[src/rtl/sgen_fcw_sweep_pkg.sv]
// Shared types and constants for the FCW sweep generator.
package sgen_fcw_sweep_pkg;

    // Sweep controller states
    typedef enum logic [1:0] {
        ST_IDLE  = 2'd0,
        ST_SWEEP = 2'd1,
        ST_DONE  = 2'd2
    } sweep_state_t;

    // Sweep mode encodings (2'b11 behaves as single)
    localparam logic [1:0] MODE_SINGLE = 2'b00;
    localparam logic [1:0] MODE_SAW    = 2'b01;
    localparam logic [1:0] MODE_TRI    = 2'b10;

endpackage

[src/rtl/sgen_dwell_cnt.sv]
// Dwell counter: counts enabled cycles while running, flags the last
// cycle of a dwell (cnt == i_dwell) and wraps to zero on that cycle.
module sgen_dwell_cnt #(
    parameter int gp_dwell_width = 8
) (
    input  logic                      i_clk,
    input  logic                      i_rst_an,
    input  logic                      i_ena,
    input  logic                      i_clr,
    input  logic                      i_run,
    input  logic [gp_dwell_width-1:0] i_dwell,
    output logic [gp_dwell_width-1:0] o_cnt,
    output logic                      o_tc
);

    assign o_tc = (o_cnt == i_dwell);

    // Clear has priority; otherwise count while running and wrap at terminal count
    always_ff @(posedge i_clk or negedge i_rst_an) begin
        if (!i_rst_an) begin
            o_cnt <= '0;
        end else if (i_ena) begin
            if (i_clr) begin
                o_cnt <= '0;
            end else if (i_run) begin
                o_cnt <= o_tc ? '0 : o_cnt + 1'b1;
            end
        end
    end

endmodule

[src/rtl/sgen_fcw_sweep.sv]
// FCW sweep generator feeding sgen_nco: steps an unsigned FCW from start to
// stop with a programmable dwell per value, for single, sawtooth-repeat and
// triangle-repeat chirps. A zero step gives a CW tone at the start value.
//
// Control handshake: i_start is a request that is taken only on an enabled
// cycle while o_busy is low (o_busy acts as "not ready"); a request seen
// while o_busy is high is dropped, not queued. i_stop on an enabled cycle
// always wins and returns the block to idle.
module sgen_fcw_sweep
    import sgen_fcw_sweep_pkg::*;
#(
    parameter int gp_phase_accu_width = 16,
    parameter int gp_dwell_width      = 8
) (
    input  logic                           i_clk,
    input  logic                           i_rst_an,
    input  logic                           i_ena,
    input  logic                           i_start,
    input  logic                           i_stop,
    input  logic [1:0]                     i_mode,
    input  logic [gp_phase_accu_width-1:0] i_fcw_start,
    input  logic [gp_phase_accu_width-1:0] i_fcw_stop,
    input  logic [gp_phase_accu_width-1:0] i_fcw_step,
    input  logic [gp_dwell_width-1:0]      i_dwell,
    output logic [gp_phase_accu_width-1:0] o_fcw,
    output logic                           o_busy,
    output logic                           o_done,
    output logic [1:0]                     o_dbg_state
);

    localparam int W = gp_phase_accu_width;
    localparam int D = gp_dwell_width;

    sweep_state_t  state_q;
    logic [1:0]    mode_q;
    logic [W-1:0]  start_q;
    logic [W-1:0]  stop_q;
    logic [W-1:0]  step_q;
    logic [D-1:0]  dwell_q;
    logic          dir_up_q;

    logic          cnt_clr;
    logic          cnt_run;
    logic [D-1:0]  cnt;
    logic          cnt_tc;

    logic          start_ok;
    logic [W-1:0]  fcw_fwd;
    logic [W-1:0]  fcw_rev;

    // One step from cur toward lim in W+1 bits, clamped at lim so it never
    // overshoots or wraps around the FCW range.
    function automatic logic [W-1:0] step_clamp(
        input logic [W-1:0] cur,
        input logic [W-1:0] step,
        input logic [W-1:0] lim,
        input logic         up
    );
        logic [W:0] s;
        if (up) begin
            s = {1'b0, cur} + {1'b0, step};
            step_clamp = (s > {1'b0, lim}) ? lim : s[W-1:0];
        end else begin
            s = {1'b0, cur} - {1'b0, step};
            step_clamp = (s[W] || (s[W-1:0] < lim)) ? lim : s[W-1:0];
        end
    endfunction

    assign o_dbg_state = state_q;
    assign start_ok    = (state_q == ST_IDLE) && i_start && !i_stop;
    assign cnt_clr     = i_stop || start_ok;
    assign cnt_run     = (state_q == ST_SWEEP);

    // Forward step toward stop, and reversed step back toward start for triangle turnaround
    always_comb begin
        fcw_fwd = step_clamp(o_fcw, step_q, stop_q, dir_up_q);
        fcw_rev = step_clamp(o_fcw, step_q, start_q, !dir_up_q);
    end

    sgen_dwell_cnt #(
        .gp_dwell_width (D)
    ) u_dwell_cnt (
        .i_clk    (i_clk),
        .i_rst_an (i_rst_an),
        .i_ena    (i_ena),
        .i_clr    (cnt_clr),
        .i_run    (cnt_run),
        .i_dwell  (dwell_q),
        .o_cnt    (cnt),
        .o_tc     (cnt_tc)
    );

    // Sweep FSM with registered outputs and latched configuration
    always_ff @(posedge i_clk or negedge i_rst_an) begin
        if (!i_rst_an) begin
            state_q  <= ST_IDLE;
            mode_q   <= '0;
            start_q  <= '0;
            stop_q   <= '0;
            step_q   <= '0;
            dwell_q  <= '0;
            dir_up_q <= 1'b0;
            o_fcw    <= '0;
            o_busy   <= 1'b0;
            o_done   <= 1'b0;
        end else if (i_ena) begin
            if (i_stop) begin
                state_q <= ST_IDLE;
                o_fcw   <= '0;
                o_busy  <= 1'b0;
                o_done  <= 1'b0;
            end else begin
                case (state_q)
                    ST_IDLE: begin
                        o_done <= 1'b0;
                        if (i_start) begin
                            mode_q   <= i_mode;
                            start_q  <= i_fcw_start;
                            stop_q   <= i_fcw_stop;
                            step_q   <= i_fcw_step;
                            dwell_q  <= i_dwell;
                            dir_up_q <= (i_fcw_stop >= i_fcw_start);
                            o_fcw    <= i_fcw_start;
                            o_busy   <= 1'b1;
                            state_q  <= ST_SWEEP;
                        end
                    end
                    ST_SWEEP: begin
                        // A zero step is a CW tone: never advance, never finish
                        if (cnt_tc && (step_q != '0)) begin
                            if (o_fcw == stop_q) begin
                                case (mode_q)
                                    MODE_SAW: begin
                                        o_fcw <= start_q;
                                    end
                                    MODE_TRI: begin
                                        o_fcw    <= fcw_rev;
                                        start_q  <= stop_q;
                                        stop_q   <= start_q;
                                        dir_up_q <= !dir_up_q;
                                    end
                                    default: begin
                                        o_done  <= 1'b1;
                                        state_q <= ST_DONE;
                                    end
                                endcase
                            end else begin
                                o_fcw <= fcw_fwd;
                            end
                        end
                    end
                    ST_DONE: begin
                        o_done  <= 1'b0;
                        o_busy  <= 1'b0;
                        state_q <= ST_IDLE;
                    end
                    default: begin
                        state_q <= ST_IDLE;
                        o_busy  <= 1'b0;
                        o_done  <= 1'b0;
                    end
                endcase
            end
        end
    end

endmodule

[config.mk]
export PLATFORM = sky130hd
export DESIGN_NAME = sgen_fcw_sweep
export DESIGN_NICKNAME = d
export VERILOG_FILES = /design/src/rtl/sgen_fcw_sweep_pkg.sv /design/src/rtl/sgen_dwell_cnt.sv /design/src/rtl/sgen_fcw_sweep.sv
export SDC_FILE = /design/constraint.sdc
export NUM_CORES = 1
export LEC_CHECK = 0
export CORE_MARGIN = 2
export CORE_UTILIZATION = 45
export DETAILED_ROUTE_END_ITERATION = 16
export GPL_ROUTABILITY_DRIVEN = 0
export PLACE_DENSITY = 0.76
export SLEW_MARGIN = 20
export SYNTH_ARGS = -nofsm -noshare
export SYNTH_HDL_FRONTEND = slang
export SYNTH_SLANG_ARGS = --single-unit
[constraint.sdc]
create_clock -name i_clk -period 4.9 [get_ports i_clk]
set_clock_uncertainty 0.1 [all_clocks]
set_input_delay 0.735 -clock i_clk [delete_from_list [all_inputs] [get_ports i_clk]]
set_output_delay 0.735 -clock i_clk [all_outputs]
set_load 0.02 [all_outputs]
# Word-level counts from Yosys, hierarchy flattened
# Index checks and enable logic that the tools add are counted.
# word_totals
register_bits	87
latchBits	0
ramBits	0
rom_bits	0
inputBits	63
output_inout_bits	20
wordCells	99
n_memories	0
# op_classes
add_sub_neg	3
mul	0
n_div	0
magnitude_cmp	5
eq_ne	15
n_shift	0
n_mux	43
bitwise	1
reduce_logical	21
# op_table
cell	n
16-bit two-way mux	17
16-bit case mux with 2 select lines	4
17-bit by 16-bit greater-than comparator with 1-bit output	2
16-bit < comparator	2
8-bit two-way mux	3
16-bit by 16-bit adder with 17-bit output	1
16-bit by 16-bit subtractor with 17-bit output	1
16-bit == test	1
16-bit >= comparator	1
16-bit nonzero test	1
1-bit two-way mux	11
2-bit two-way mux	5
5-bit AND reduction	2
8-bit by 1-bit adder with 8-bit output, second input constant	1
8-bit == test	1
4-bit AND reduction	2
7-bit AND reduction	1
2-bit by 1-bit != test with 1-bit output, second input constant	3
3-bit by 2-bit != test with 1-bit output, second input constant	2
3-bit != test, second input constant	2
5-bit by 3-bit != test with 1-bit output, second input constant	1
2-bit by 1-bit == test with 1-bit output, second input constant	2
2-bit != test, second input constant	2
1-bit case mux with 2 select lines	2
12 further kinds	18

# Logic depth before layout (Yosys ltp)
# Gate-level depths: netlist of the first run.
# logic_depth
depth_word	10
mapped_depth	22
ltp_nobuf	20

# Hierarchy
# From an unflattened synthesis of the first run, not the netlist that was laid out.
# hier_totals
cells_unflattened	1095
area_unflattened_um2	8722.1
# by_module_without_submodules
module	instances	cells_each	area_per_inst_um2	seq_area_each_um2
sgen_fcw_sweep	1	1042	8207.9	1976.9
sgen_dwell_cnt	1	53	514.2	200.2

# Worst setup path before layout of the first run
# Ideal clock, no wire load.
# synth_timing
path_type	reg2reg
from	register o_fcw[0]
to	register o_fcw[11]
setup_ns	0.132
t_arrival_ns	4.263
required_time_ns	4.668
setup_slack_ns	0.405
stages_incl_launch_ff	22
path_buffers	1
synth_period_minus_slack_ns	4.495
path_cell_list	dfrtp_1 > inv_1 > ha_1 > inv_1 > fa_1 > a211oi_2 > o211ai_2 > a32oi_1 > nand2b_1 > a21oi_1 > xnor2_1 > ha_1 > nand4_1 > nor2_1 > and2_1 > a311o_1 > o31ai_4 > buf_6 > mux2i_1 > mux2i_1 > a221oi_1 > o21ai_1
# synth_via
elab_chain_cells	10
word_cells_on_any_way	22
cone_classes	add/sub (2); order compare (4); eq/ne (2); mux (11); reduce/logical (3)
# synth_lines
element	line_no	rtl
start: declaration	sgen_fcw_sweep.sv:25	output logic [gp_phase_accu_width-1:0] o_fcw,
start signal: assignment	sgen_fcw_sweep.sv:123	o_fcw <= i_fcw_start;
start signal: assignment	sgen_fcw_sweep.sv:134	o_fcw <= start_q;
start signal: assignment	sgen_fcw_sweep.sv:137	o_fcw <= fcw_rev;
16-bit by 16-bit subtractor with 17-bit output	sgen_fcw_sweep.sv:64	s = {1'b0, cur} - {1'b0, step};
16-bit < comparator	sgen_fcw_sweep.sv:65	step_clamp = (s[W] || (s[W-1:0] < lim)) ? lim : s[W-1:0];
1-bit logical OR	sgen_fcw_sweep.sv:65	
16-bit two-way mux	sgen_fcw_sweep.sv:65	
16-bit two-way mux	sgen_fcw_sweep.sv:60	if (up) begin
16-bit case mux with 2 select lines	sgen_fcw_sweep.sv:132	case (mode_q)
16-bit two-way mux	sgen_fcw_sweep.sv:131	if (o_fcw == stop_q) begin
16-bit two-way mux	sgen_fcw_sweep.sv:130	if (cnt_tc && (step_q != '0)) begin
16-bit case mux with 2 select lines	sgen_fcw_sweep.sv:113	case (state_q)
16-bit two-way mux	sgen_fcw_sweep.sv:107	if (i_stop) begin
# Parallel ways exist; a longest one is shown, timed or not. The select of a mux whose other input is x is not followed.
# A chain may end at the register's enable or synchronous reset.

# Worst setup path after layout of the first run
# layout_timing
from	register o_fcw[2]
to	register o_fcw[1]
# The elaborated chain is that of the path after synthesis.

==> results.py, run 1 <==
metrics = {
    "worst_setup_path": {
        "worst-path-buf-inv": 5,
        "critPathRequiredTime_ns": 5.04,
        "path_max_fanout": 6,
        "path_class": "flop to flop",
        "slowest_delay_ns": 0.43,
        "crit_chain": "ha_1 -> buf_4 -> o21ai_1 -> o221ai_1 -> a31o_2 -> a21oi_1 -> xnor2_1 -> inv_1 -> ha_1 -> nand4_1 -> nor2_2 -> o211ai_1 -> a21oi_2 -> o31a_2 -> buf_4 -> buf_4 -> nor2_1 -> nor2_1 -> buf_4 -> nor2_1 -> o31ai_1",
        "setup.worst_path.end_class": "flop",
        "timing.critical_path.max_delay_family": "compound AO/OA/AOI/OAI gates",
        "cp_slowest_cell": "sky130_fd_sc_hd__dfrtp_1",
        "path_common_cell": "sky130_fd_sc_hd__buf_4",
        "critPathLaunchType": "flop",
        "crit_arrival_ns": 4.92,
    },
    "synth": {
        "yosysSeqAreaShare": 0.252,
        "synth_flop_cell": "sky130_fd_sc_hd__dfrtp_1",
        "synth_compound_gate_area_share": 0.250,
        "synth-edff-count": 0,
        "synth.largest_area_cell": "sky130_fd_sc_hd__dfrtp_1",
        "syn_avg_cell_area_um2": 8.17,
        "synth_fp_nets": 1235,
        "muxShareOfSynthArea": 0.0540,
        "synthesized_area_um2": 8640,
        "largest_family_of_logic_cells_by_synthesized_area": "compound AO/OA/AOI/OAI gates",
        "postSynth.asyncResetShare": 1.00,
        "synth_largest_type_area_fraction": 0.252,
        "count_of_synthesis_stage_warnings_from_yosys": 0,
        "yosys.area_share.simple": 0.158,
        "post_synth_xor_area_fraction": 0.0507,
        "post_synth_fa_ha_maj_area_fraction": 0.168,
        "synth_top_cells_by_area": "sky130_fd_sc_hd__dfrtp_1, sky130_fd_sc_hd__ha_1, sky130_fd_sc_hd__a21oi_1",
        "post_synth_inst_count": 1057,
        "synth.distinct_cells": 77,
        "ys_ff_latch": 87,
    },
    "drt": {
        "met3WireLength_mm": 3.35,
        "totalWireLength_mm": 28.8,
        "wl_per_cell_um": 20.3,
        "vias_after_detailed_routing": 8877,
        "highest_layer": "met4",
        "metal1_wirelength_mm": 12.2,
        "first_pass_iters": 8,
        "wl_met2_mm": 11.7,
        "avgViaCountPerCell": 6.27,
        "dr.first_iter.drc_count": 1113,
        "drt_drc_violations_left": 0,
        "post_detailed_route_count_of_antenna_violating_nets": 0,
    },
    "finish": {
        "final_layout_size_suffix_gt1_frac": 0.130,
        "postLayoutCoreUtil": 0.563,
        "layout-area-overhead-vs-synth_pct": 22.3,
        "finish.net_count": 1356,
        "antenna_cells": 0,
    },
    "timing": {
        "setup_viol": 0,
        "report.final.hold_viol_count": 0,
        "unrepaired_setup_endpoints_after_global_routing": "yes",
        "fin_hold_ws_ns": 0.327,
        "worst_pin_slew_ns": 0.755,
        "fmax_mhz": 209,
        "max_transition_margin": 0.492,
        "min_period_ns": 4.78,
        "fin_crit_sh": 0.976,
        "number_of_max_slew_violations_in_the_final_report": 0,
    },
    "cts": {
        "cts_inserted_buffers": 9,
        "cts.hold.buffers_added": 0,
        "cts_sinks": 87,
        "cts.clk_slew.worst_paths_ns": 0.08,
        "cts_root_buffer": "sky130_fd_sc_hd__clkbuf_16",
        "cts.htree.levels": 3,
        "clock_latency_ns": 0.36,
        "cts_tree": "yes",
        "clock_path_buffers": 2,
    },
    "floorplanning": {
        "die_area_um2": 20300,
        "floorplan.initialDensity": 0.460,
        "core_area_um2": 18800,
        "boundaryPins": 83,
        "fp.dieH_um": 143,
        "floorplan.rows": 50,
        "die_width_um": 143,
    },
    "global_routing": {
        "globalRouteOverflowTotal": 0,
        "grt_start_max_net_pins": 67,
        "grt_antenna_before_repair": 0,
        "grt_pass1_vias": 8022,
        "global_route_wire_length_before_repair_mm": 44.2,
        "grt.total_usage": 0.281,
    },
    "pwr": {
        "powerDensity_nw_per_um2": 578,
        "leakagePower_uw": 0.00485,
        "ir_drop_v": 0.000216,
    },
    "placed_design": {
        "dpl.hpwl_mm": 22.4,
        "port-buffer-count": 82,
    },
    "hold_path": {
        "hold_path_class": "primary input to async pin",
    },
    "job": {
        "timing.max_cap.violations": 0,
    },
    "run_status": {
        "status": "finished, final reports clean",
    },
}
synth_stat cells, types with 10 or more instances:
library cell,number
sky130_fd_sc_hd__a211oi_1,28
sky130_fd_sc_hd__a31oi_1,13
sky130_fd_sc_hd__o21ai_1,10
sky130_fd_sc_hd__nor4_1,19
sky130_fd_sc_hd__xnor2_1,21
sky130_fd_sc_hd__o21ai_0,74
sky130_fd_sc_hd__xor2_1,29
sky130_fd_sc_hd__nor3_1,19
sky130_fd_sc_hd__buf_2,10
sky130_fd_sc_hd__nand3_1,22
sky130_fd_sc_hd__nor2b_1,11
sky130_fd_sc_hd__nand4_1,14
sky130_fd_sc_hd__dfrtp_1,87
sky130_fd_sc_hd__nand2b_1,10
sky130_fd_sc_hd__clkbuf_1,31
sky130_fd_sc_hd__a21oi_1,89
sky130_fd_sc_hd__mux2i_1,32
sky130_fd_sc_hd__nor2_1,84
sky130_fd_sc_hd__nand2_1,90
sky130_fd_sc_hd__inv_1,91
sky130_fd_sc_hd__ha_1,113
sky130_fd_sc_hd__a21o_1,13
sky130_fd_sc_hd__mux2_2,11
path summary, 6_finish.rpt:
check | startpoint | endpoint | slack [ns] | cells after the start
max | o_fcw[2] | o_fcw[1] | 0.12 | 21
min | i_rst_an | step_q[9] | 0.33 | 1
max reg2reg | o_fcw[2] | o_fcw[1] | 0.12 | 21
min reg2reg | dwell_q[3] | dwell_q[3] | 0.43 | 1
max in group asynchronous | i_rst_an | start_q[7] | 3.43 | 2
min in group i_clk | dwell_q[3] | dwell_q[3] | 0.43 | 1
cells by family (layout without fill, tap and decap cells):
logic type / after synthesis / after routing
compound gates: 324 / 324
simple gates: 293 / 293
buf+inv: 143 / 268
fa+ha+maj: 115 / 115
flops: 87 / 87
xor+xnor: 50 / 50
mux: 45 / 45
what timing repair did:
action,in CTS,in global routing
endpoints found under the setup margin,5,16
pin swaps,0,17
buffers inserted,0,7
gates resized for setup,3,32
final cells by class:
class                      instances  area [um^2]
fill                            1692         8200
timing repair buffer             159         1400
tap                              234          293
clock buffer                      10          229
multi-input combinational        827         6010
sequential                        87         2180
clock inverter                     5          106
inverter                          94          353
placed cells by master (no fill, tap or decap), types with 19 or more instances in the layout:
cell type and count:
sky130_fd_sc_hd__nor4_1 19, sky130_fd_sc_hd__xor2_1 27, sky130_fd_sc_hd__a211oi_1 27, sky130_fd_sc_hd__a21oi_1 86, sky130_fd_sc_hd__inv_1 91, sky130_fd_sc_hd__nand2_1 90
sky130_fd_sc_hd__mux2i_1 32, sky130_fd_sc_hd__nand3_1 22, sky130_fd_sc_hd__buf_4 77, sky130_fd_sc_hd__nor2_1 80, sky130_fd_sc_hd__o21ai_0 70, sky130_fd_sc_hd__dfrtp_1 86
sky130_fd_sc_hd__clkdlybuf4s50_1 81, sky130_fd_sc_hd__ha_1 112, sky130_fd_sc_hd__xnor2_1 19
registers in the layout, indices dropped and copies added, names as in the netlist:
name	flops
o_fcw	16
start_q	16
step_q	16
stop_q	16
dwell_q	8
u_dwell_cnt.o_cnt	8
mode_q	2
o_dbg_state	2
dir_up_q	1
o_busy	1
o_done	1
metrics by stage:
| stage | TNS [ns] | area (um^2) | power (uW) | worst slack (ns) | cells |
|---|---|---|---|---|---|
| after floorplan | 0 | 8640 | 3640 | 0.405 | 1057 |
| after global placement | 0 | 10100 | 4820 | 0.115 | 1394 |
| after detailed placement | -0.147 | 10100 | 4920 | -0.0822 | 1394 |
| after CTS | 0 | 10400 | 5780 | 0.00161 | 1409 |
| after global routing | -0.130 | 10600 | 6480 | -0.0444 | 1416 |
| final | 0 | 10600 | 6110 | 0.117 | 1416 |
metal layers:
metal,up-vias,track usage
li1,4075,-
met1,4103,0.416
met2,592,0.389
met3,107,0.0515
met4,0,0.139
met5,-,0
power by group:
part           leakage, uW  internal [uW]  total [uW]  switching (uW)
Clock             0.000159            498         817             319
Sequential         0.00107            886        1140             255
Combinational      0.00362           1750        4150            2400
Total              0.00485           3130        6110            2970
Note: power is estimated with default switching activity, not from simulation.
==> run 2, diff against run 1 <==
Settings changed: CORE_MARGIN 2 to 1.5, SYNTH_HIERARCHICAL from default to 1.
==> run 2 against run 1 <==
  * Fmax shrank 1.7%
  * Power grew 19%
  * Sequential share of layout area shrank 1.1 points
  * Synthesized cell count grew 3.6%
  * Global-route usage shrank 0.19 points
  * Combinational power grew 30%
  * First-iteration DRC count shrank 20%
  * Critical path type unchanged
  * Critical endpoint is now o_fcw[8]
==> results.py, run 2 <==
metrics = {
    "timing": {
        "worst_pin_slew_ns": 0.954,
        "number_of_max_slew_violations_in_the_final_report": 0,
        "report.final.hold_viol_count": 0,
        "setup_tns_final_ns": 0,
        "unrepaired_setup_endpoints_after_global_routing": "yes",
        "max_transition_margin": 0.359,
        "fmax_mhz": 206,
        "fin_hold_ws_ns": 0.249,
        "min_period_ns": 4.86,
        "setup_viol": 0,
        "fin_crit_sh": 0.993,
    },
    "cts": {
        "cts_root_buffer": "sky130_fd_sc_hd__clkbuf_16",
        "cts.clk_slew.worst_paths_ns": 0.08,
        "cts.htree.levels": 3,
        "cts_tree": "yes",
        "clock_latency_ns": 0.36,
        "clock_path_buffers": 2,
        "cts_inserted_buffers": 9,
        "cts_sinks": 87,
    },
    "drt": {
        "wl_per_cell_um": 19.0,
        "first_pass_iters": 9,
        "vias_after_detailed_routing": 8999,
        "totalWireLength_mm": 28.7,
        "drt_drc_violations_left": 0,
        "post_detailed_route_count_of_antenna_violating_nets": 0,
        "avgViaCountPerCell": 5.97,
        "dr.first_iter.drc_count": 885,
    },
    "worst_setup_path": {
        "path_max_fanout": 8,
        "worst-path-buf-inv": 6,
        "crit_chain": "inv_1 -> ha_2 -> inv_1 -> a211oi_2 -> nor4_1 -> a211oi_2 -> o21ai_0 -> xor2_1 -> inv_1 -> buf_4 -> ha_1 -> nand4_1 -> or4_4 -> a21oi_4 -> buf_12 -> buf_4 -> mux2i_1 -> mux2i_1 -> o22ai_1 -> a21oi_1",
        "path_common_cell": "sky130_fd_sc_hd__inv_1",
        "setup.worst_path.end_class": "flop",
        "critPathRequiredTime_ns": 5.02,
        "cp_slowest_cell": "sky130_fd_sc_hd__or4_4",
        "slowest_delay_ns": 0.58,
        "r2r.worst_path.cells": 20,
        "critical_path_depth": 20,
        "crit_arrival_ns": 4.98,
        "critPathLaunchType": "flop",
        "path_class": "flop to flop",
        "timing.critical_path.max_delay_family": "compound AO/OA/AOI/OAI gates",
    },
    "synth": {
        "yosysSeqAreaShare": 0.250,
        "synthesized_area_um2": 8720,
        "synth.largest_area_cell": "sky130_fd_sc_hd__dfrtp_1",
        "ys_ff_latch": 87,
        "synth_largest_type_area_fraction": 0.250,
        "post_synth_inst_count": 1095,
        "synth_fp_nets": 1273,
        "syn_avg_cell_area_um2": 7.97,
        "synth-edff-count": 0,
        "synth_top_cells_by_area": "sky130_fd_sc_hd__dfrtp_1, sky130_fd_sc_hd__ha_1, sky130_fd_sc_hd__a21oi_1",
        "synth_flop_cell": "sky130_fd_sc_hd__dfrtp_1",
        "postSynth.asyncResetShare": 1.00,
        "count_of_synthesis_stage_warnings_from_yosys": 6,
        "ys_top_cells_by_count": "sky130_fd_sc_hd__nand2_1, sky130_fd_sc_hd__ha_1, sky130_fd_sc_hd__inv_1",
        "most_repeated_cell_in_the_gate_level_netlist_after_synthesis": "sky130_fd_sc_hd__nand2_1",
        "synth.distinct_cells": 79,
    },
    "finish": {
        "multiInputGateArea_um2": 6300,
        "layout_common_cells": "sky130_fd_sc_hd__nand2_1, sky130_fd_sc_hd__ha_1, sky130_fd_sc_hd__inv_1, sky130_fd_sc_hd__buf_4, sky130_fd_sc_hd__a21oi_1",
        "filler_cell_count": 1623,
        "layout-area-overhead-vs-synth_pct": 27.7,
        "sequential_cell_area_um2": 2180,
        "layout_commonest_cell": "sky130_fd_sc_hd__nand2_1",
        "antenna_cells": 0,
        "postLayoutCoreUtil": 0.591,
        "final_layout_size_suffix_gt1_frac": 0.163,
        "finish.net_count": 1420,
        "postLayoutCellArea_um2": 11100,
    },
    "global_routing": {
        "grt_pass1_vias": 8652,
        "grt.total_usage": 0.279,
        "global_route_wire_length_before_repair_mm": 44.0,
        "grt_start_max_net_pins": 67,
        "globalRouteOverflowTotal": 0,
        "grt_antenna_before_repair": 0,
    },
    "job": {
        "timing.max_cap.violations": 0,
    },
    "floorplanning": {
        "floorplan.initialDensity": 0.463,
        "floorplan.rows": 50,
        "boundaryPins": 83,
        "fp.dieH_um": 142,
        "die_width_um": 142,
        "die_area_um2": 20200,
        "core_area_um2": 18800,
    },
    "placed_design": {
        "dpl_cell_area_um2": 10400,
        "port-buffer-count": 82,
        "dpl.hpwl_mm": 21.8,
    },
    "pwr": {
        "powerDensity_nw_per_um2": 651,
        "leakagePower_uw": 0.00505,
        "report.power.total_uw": 7250,
        "ir_drop_v": 0.000346,
    },
    "hold_path": {
        "hold_path_class": "primary input to async pin",
    },
    "run_status": {
        "status": "finished, final reports clean",
    },
}
==> run 2: changes by cell type in the layout (fill, tap and decap cells not counted), moves of 7 or more <==
| cell | previous run | this run |
|---|---|---|
| sky130_fd_sc_hd__a211oi_1 | 27 | 35 |
| sky130_fd_sc_hd__a21oi_1 | 86 | 95 |
| sky130_fd_sc_hd__a31oi_1 | 12 | 5 |
| sky130_fd_sc_hd__buf_4 | 77 | 98 |
| sky130_fd_sc_hd__ha_1 | 112 | 103 |
| sky130_fd_sc_hd__inv_1 | 91 | 98 |
| sky130_fd_sc_hd__mux2i_1 | 32 | 19 |
| sky130_fd_sc_hd__nand2_1 | 90 | 120 |
| sky130_fd_sc_hd__o21ai_1 | 13 | 5 |
| sky130_fd_sc_hd__xnor2_1 | 19 | 28 |
==> run 2: worst paths after layout <==
check,startpoint,endpoint,slack [ns]
setup / recovery,step_q[7],o_fcw[8],0.04
hold / removal,i_rst_an,dir_up_q,0.25
setup reg to reg,step_q[7],o_fcw[8],0.04
hold reg to reg,dwell_q[6],dwell_q[6],0.40
max in group asynchronous,i_rst_an,dwell_q[6],3.36
min in group i_clk,dwell_q[6],dwell_q[6],0.40
==> run 2: per-layer routing <==
layer,up-vias,share of wire,global-route usage
li1,4235,-,-
met1,4173,0.39,0.338
met2,440,0.47,0.472
met3,151,0.073,0.0471
met4,0,0.062,0.157
met5,-,0,0
==> run 2: cell type report <==
type,instances,share of cell area
repair buffers,185,0.146
flip-flops and latches,87,0.195
inverters,103,0.0349
clock inverters,6,0.00674
well taps,260,0.0292
multi-input cells,856,0.566
clock buffers,10,0.0215
==> run 2: kinds of logic after synthesis <==
| kind of cell | synth area share |
|---|---|
| AOI/OAI and AO/OA | 0.256 |
| and+or+nand+nor | 0.171 |
| buffers and inverters | 0.0693 |
| adders and majority gates | 0.167 |
| DFF | 0.250 |
| xor gates and xnor gates | 0.0542 |
| muxes | 0.0334 |
==> run 2: power by group <==
part           internal (uW)  total [uW]  switching [uW]
Clock                    419         769             351
Sequential               874        1090             219
Combinational           2430        5390            2970
Total                   3720        7250            3540
==> run 2: through the flow <==
step / worst slack (ns) / cells
5_1_grt: -0.124 / 1507
6_report: 0.0360 / 1507
3_3_place_gp: 0.0701 / 1478
3_5_place_dp: -0.0757 / 1478
4_1_cts: 0.0392 / 1497
2_1_floorplan: 0.0749 / 1095
==> run 2: timing repair <==
item,CTS,global route
buffers inserted,3,11
endpoints found under the setup margin,15,16
endpoints found under the hold margin,0,0
pin swaps,4,35
hold buffers,0,0
resized for setup,5,67
==> run 3, diff against run 2 <==
Settings changed: ABC_AREA from default to 1.
Clock period 4.9 ns to 5.88 ns, I/O delays scaled along.
==> run 3 against run 2 <==
  * Final area fell by 5.8%
  * Largest cell class unchanged
  * Power fell by 21%
  * Non-clock buffer count fell by 96
  * Critical endpoint is now o_fcw[11]
  * Synthesized cell count rose by 26%
==> results.py, run 3 <==
metrics = {
    "floorplanning": {
        "fp.dieH_um": 146,
        "die_width_um": 146,
        "core_area_um2": 20200,
        "boundaryPins": 83,
        "die_area_um2": 21400,
        "floorplan.initialDensity": 0.458,
        "floorplan.rows": 52,
    },
    "finish": {
        "postLayoutCellArea_um2": 10500,
        "layout_common_cells": "sky130_fd_sc_hd__nand2_1, sky130_fd_sc_hd__nand3_1, sky130_fd_sc_hd__inv_1, sky130_fd_sc_hd__ha_1, sky130_fd_sc_hd__a21oi_1",
        "layout-area-overhead-vs-synth_pct": 13.5,
        "sequential_cell_area_um2": 2180,
        "final_layout_size_suffix_gt1_frac": 0.0593,
        "antenna_cells": 0,
        "multiInputGateArea_um2": 6250,
        "layout_commonest_cell": "sky130_fd_sc_hd__nand2_1",
        "finish.net_count": 1607,
        "final_cells": 1704,
        "filler_cell_count": 2006,
    },
    "timing": {
        "min_period_ns": 5.17,
        "fin_crit_sh": 0.879,
        "setup_tns_final_ns": 0,
        "unrepaired_setup_endpoints_after_global_routing": "no",
        "report.final.hold_viol_count": 0,
        "number_of_max_slew_violations_in_the_final_report": 0,
        "setup_viol": 0,
        "fmax_mhz": 194,
        "max_transition_margin": 0.285,
        "worst_pin_slew_ns": 1.07,
    },
    "run_status": {
        "status": "finished, final reports clean",
    },
    "cts": {
        "cts_tree": "yes",
        "cts.hold.buffers_added": 0,
        "cts.clk_slew.worst_paths_ns": 0.07,
        "cts.htree.levels": 3,
        "cts.repair_timing.setup_buffer_count": 0,
        "cts_sinks": 87,
        "cts_root_buffer": "sky130_fd_sc_hd__clkbuf_16",
        "cts.repair.resized": 0,
        "clock_latency_ns": 0.36,
        "clock_path_buffers": 2,
        "cts_inserted_buffers": 9,
    },
    "drt": {
        "totalWireLength_mm": 32.1,
        "drt_drc_violations_left": 0,
        "avgViaCountPerCell": 5.92,
        "dr.first_iter.drc_count": 1178,
        "wl_per_cell_um": 18.9,
        "first_pass_iters": 8,
        "post_detailed_route_count_of_antenna_violating_nets": 0,
        "vias_after_detailed_routing": 10100,
    },
    "global_routing": {
        "globalRouteOverflowTotal": 0,
        "grt_start_max_net_pins": 66,
        "grt.total_usage": 0.301,
        "grt_antenna_before_repair": 0,
        "grt_pass1_vias": 9535,
        "global_route_wire_length_before_repair_mm": 50.6,
    },
    "pwr": {
        "powerDensity_nw_per_um2": 547,
        "ir_drop_v": 0.000210,
        "leakagePower_uw": 0.00525,
    },
    "placed_design": {
        "dpl.hpwl_mm": 24.9,
        "port-buffer-count": 82,
        "dpl_cell_area_um2": 10200,
        "placed_cells_incl_taps": 1688,
    },
    "synth": {
        "count_of_synthesis_stage_warnings_from_yosys": 6,
        "synth.largest_area_cell": "sky130_fd_sc_hd__dfrtp_1",
        "ys_ff_latch": 87,
        "synth_top_cells_by_area": "sky130_fd_sc_hd__dfrtp_1, sky130_fd_sc_hd__nand2_1, sky130_fd_sc_hd__ha_1",
        "post_synth_inst_count": 1379,
        "synthesized_area_um2": 9240,
        "most_repeated_cell_in_the_gate_level_netlist_after_synthesis": "sky130_fd_sc_hd__nand2_1",
        "postSynth.asyncResetShare": 1.00,
        "synth-edff-count": 0,
        "synth_flop_cell": "sky130_fd_sc_hd__dfrtp_1",
        "synth_largest_type_area_fraction": 0.236,
        "synth.distinct_cells": 50,
        "syn_avg_cell_area_um2": 6.70,
        "ys_top_cells_by_count": "sky130_fd_sc_hd__nand2_1, sky130_fd_sc_hd__nand3_1, sky130_fd_sc_hd__inv_1",
        "synth_fp_nets": 1557,
        "yosysSeqAreaShare": 0.236,
    },
    "worst_setup_path": {
        "path_class": "flop to flop",
        "critPathRequiredTime_ns": 6.03,
        "setup.worst_path.end_class": "flop",
        "r2r.worst_path.cells": 25,
        "path_max_fanout": 19,
        "critPathLaunchType": "flop",
        "crit_arrival_ns": 5.31,
    },
    "hold_path": {
        "hold_path_class": "primary input to async pin",
    },
    "job": {
        "timing.max_cap.violations": 0,
    },
}
-- run 3: routing by layer --
metal / vias to the layer above / share of wire / GRT usage
met2: 647 / 0.44 / 0.481
met4: 0 / 0.057 / 0.173
met5: - / 0 / 0
met3: 135 / 0.10 / 0.0566
li1: 4670 / - / -
met1: 4629 / 0.40 / 0.382
-- run 3: final timing paths --
check,slack [ns],to,startpoint
hold reg to reg,0.40,o_done,o_done
hold / removal,0.30,start_q[0],i_rst_an
min in group i_clk,0.40,o_done,o_done
max in group asynchronous,4.22,step_q[4],i_rst_an
setup / recovery,0.71,o_fcw[11],o_fcw[1]
setup reg to reg,0.71,o_fcw[11],o_fcw[1]
-- run 3: through the flow --
stage | setup WS (ns) | util | hold WS, ns | total power (uW)
finish | 0.714 | 0.520 | 0.303 | 5740
global route | 0.364 | 0.520 | 0.325 | 6180
CTS | 0.906 | 0.520 | 0.308 | 5590
detailed placement | 0.935 | 0.506 | 0.378 | 4990
global placement | 0.917 | 0.506 | 0.387 | 4900
floorplan | 2.27 | - | 0.401 | 3830
-- run 3: layout make-up --
type,instances,area share
sequential,87,0.208
clock buffer,10,0.0218
multi-input combinational,1092,0.596
inverter,150,0.0542
timing repair buffer,89,0.0830
tap,270,0.0322
clock inverter,6,0.00513
-- run 3: where the power goes --
group,internal [uW],leakage (uW),switching (uW)
clock network,294,0.000136,273
logic,1370,0.00405,2770
registers,779,0.00106,257
total,2440,0.00525,3300
-- run 3: cells by family after synthesis --
kind of cell | after synthesis | share of synthesized area
and+or+nand+nor | 687 | 0.321
AOI/OAI and AO/OA | 241 | 0.147
buffers and inverters | 200 | 0.0903
adders and majority gates | 115 | 0.157
DFF | 87 | 0.236
xor gates and xnor gates | 40 | 0.0379
muxes | 9 | 0.0110
-- run 3: critical path, stage by stage (launching register included) --
cell and delay, ns:
sky130_fd_sc_hd__dfrtp_1 0.59, sky130_fd_sc_hd__inv_1 0.20, sky130_fd_sc_hd__fa_1 0.50, sky130_fd_sc_hd__inv_1 0.10, sky130_fd_sc_hd__nand2_1 0.05, sky130_fd_sc_hd__nand2_1 0.13
sky130_fd_sc_hd__nand2_1 0.07, sky130_fd_sc_hd__nand2_1 0.13, sky130_fd_sc_hd__xor2_1 0.48, sky130_fd_sc_hd__ha_1 0.36, sky130_fd_sc_hd__a21oi_1 0.14, sky130_fd_sc_hd__nor3_1 0.06
sky130_fd_sc_hd__nor3_1 0.19, sky130_fd_sc_hd__nand2_1 0.08, sky130_fd_sc_hd__nand2_1 0.06, sky130_fd_sc_hd__nand2_1 0.04, sky130_fd_sc_hd__nand2_1 0.49, sky130_fd_sc_hd__nand2_2 0.50
sky130_fd_sc_hd__o21ai_0 0.31, sky130_fd_sc_hd__nand2_1 0.07, sky130_fd_sc_hd__nand2_1 0.07, sky130_fd_sc_hd__nand2_1 0.05, sky130_fd_sc_hd__nand3_1 0.09, sky130_fd_sc_hd__nand2_1 0.06
sky130_fd_sc_hd__nand2_1 0.07, sky130_fd_sc_hd__nand2_1 0.06
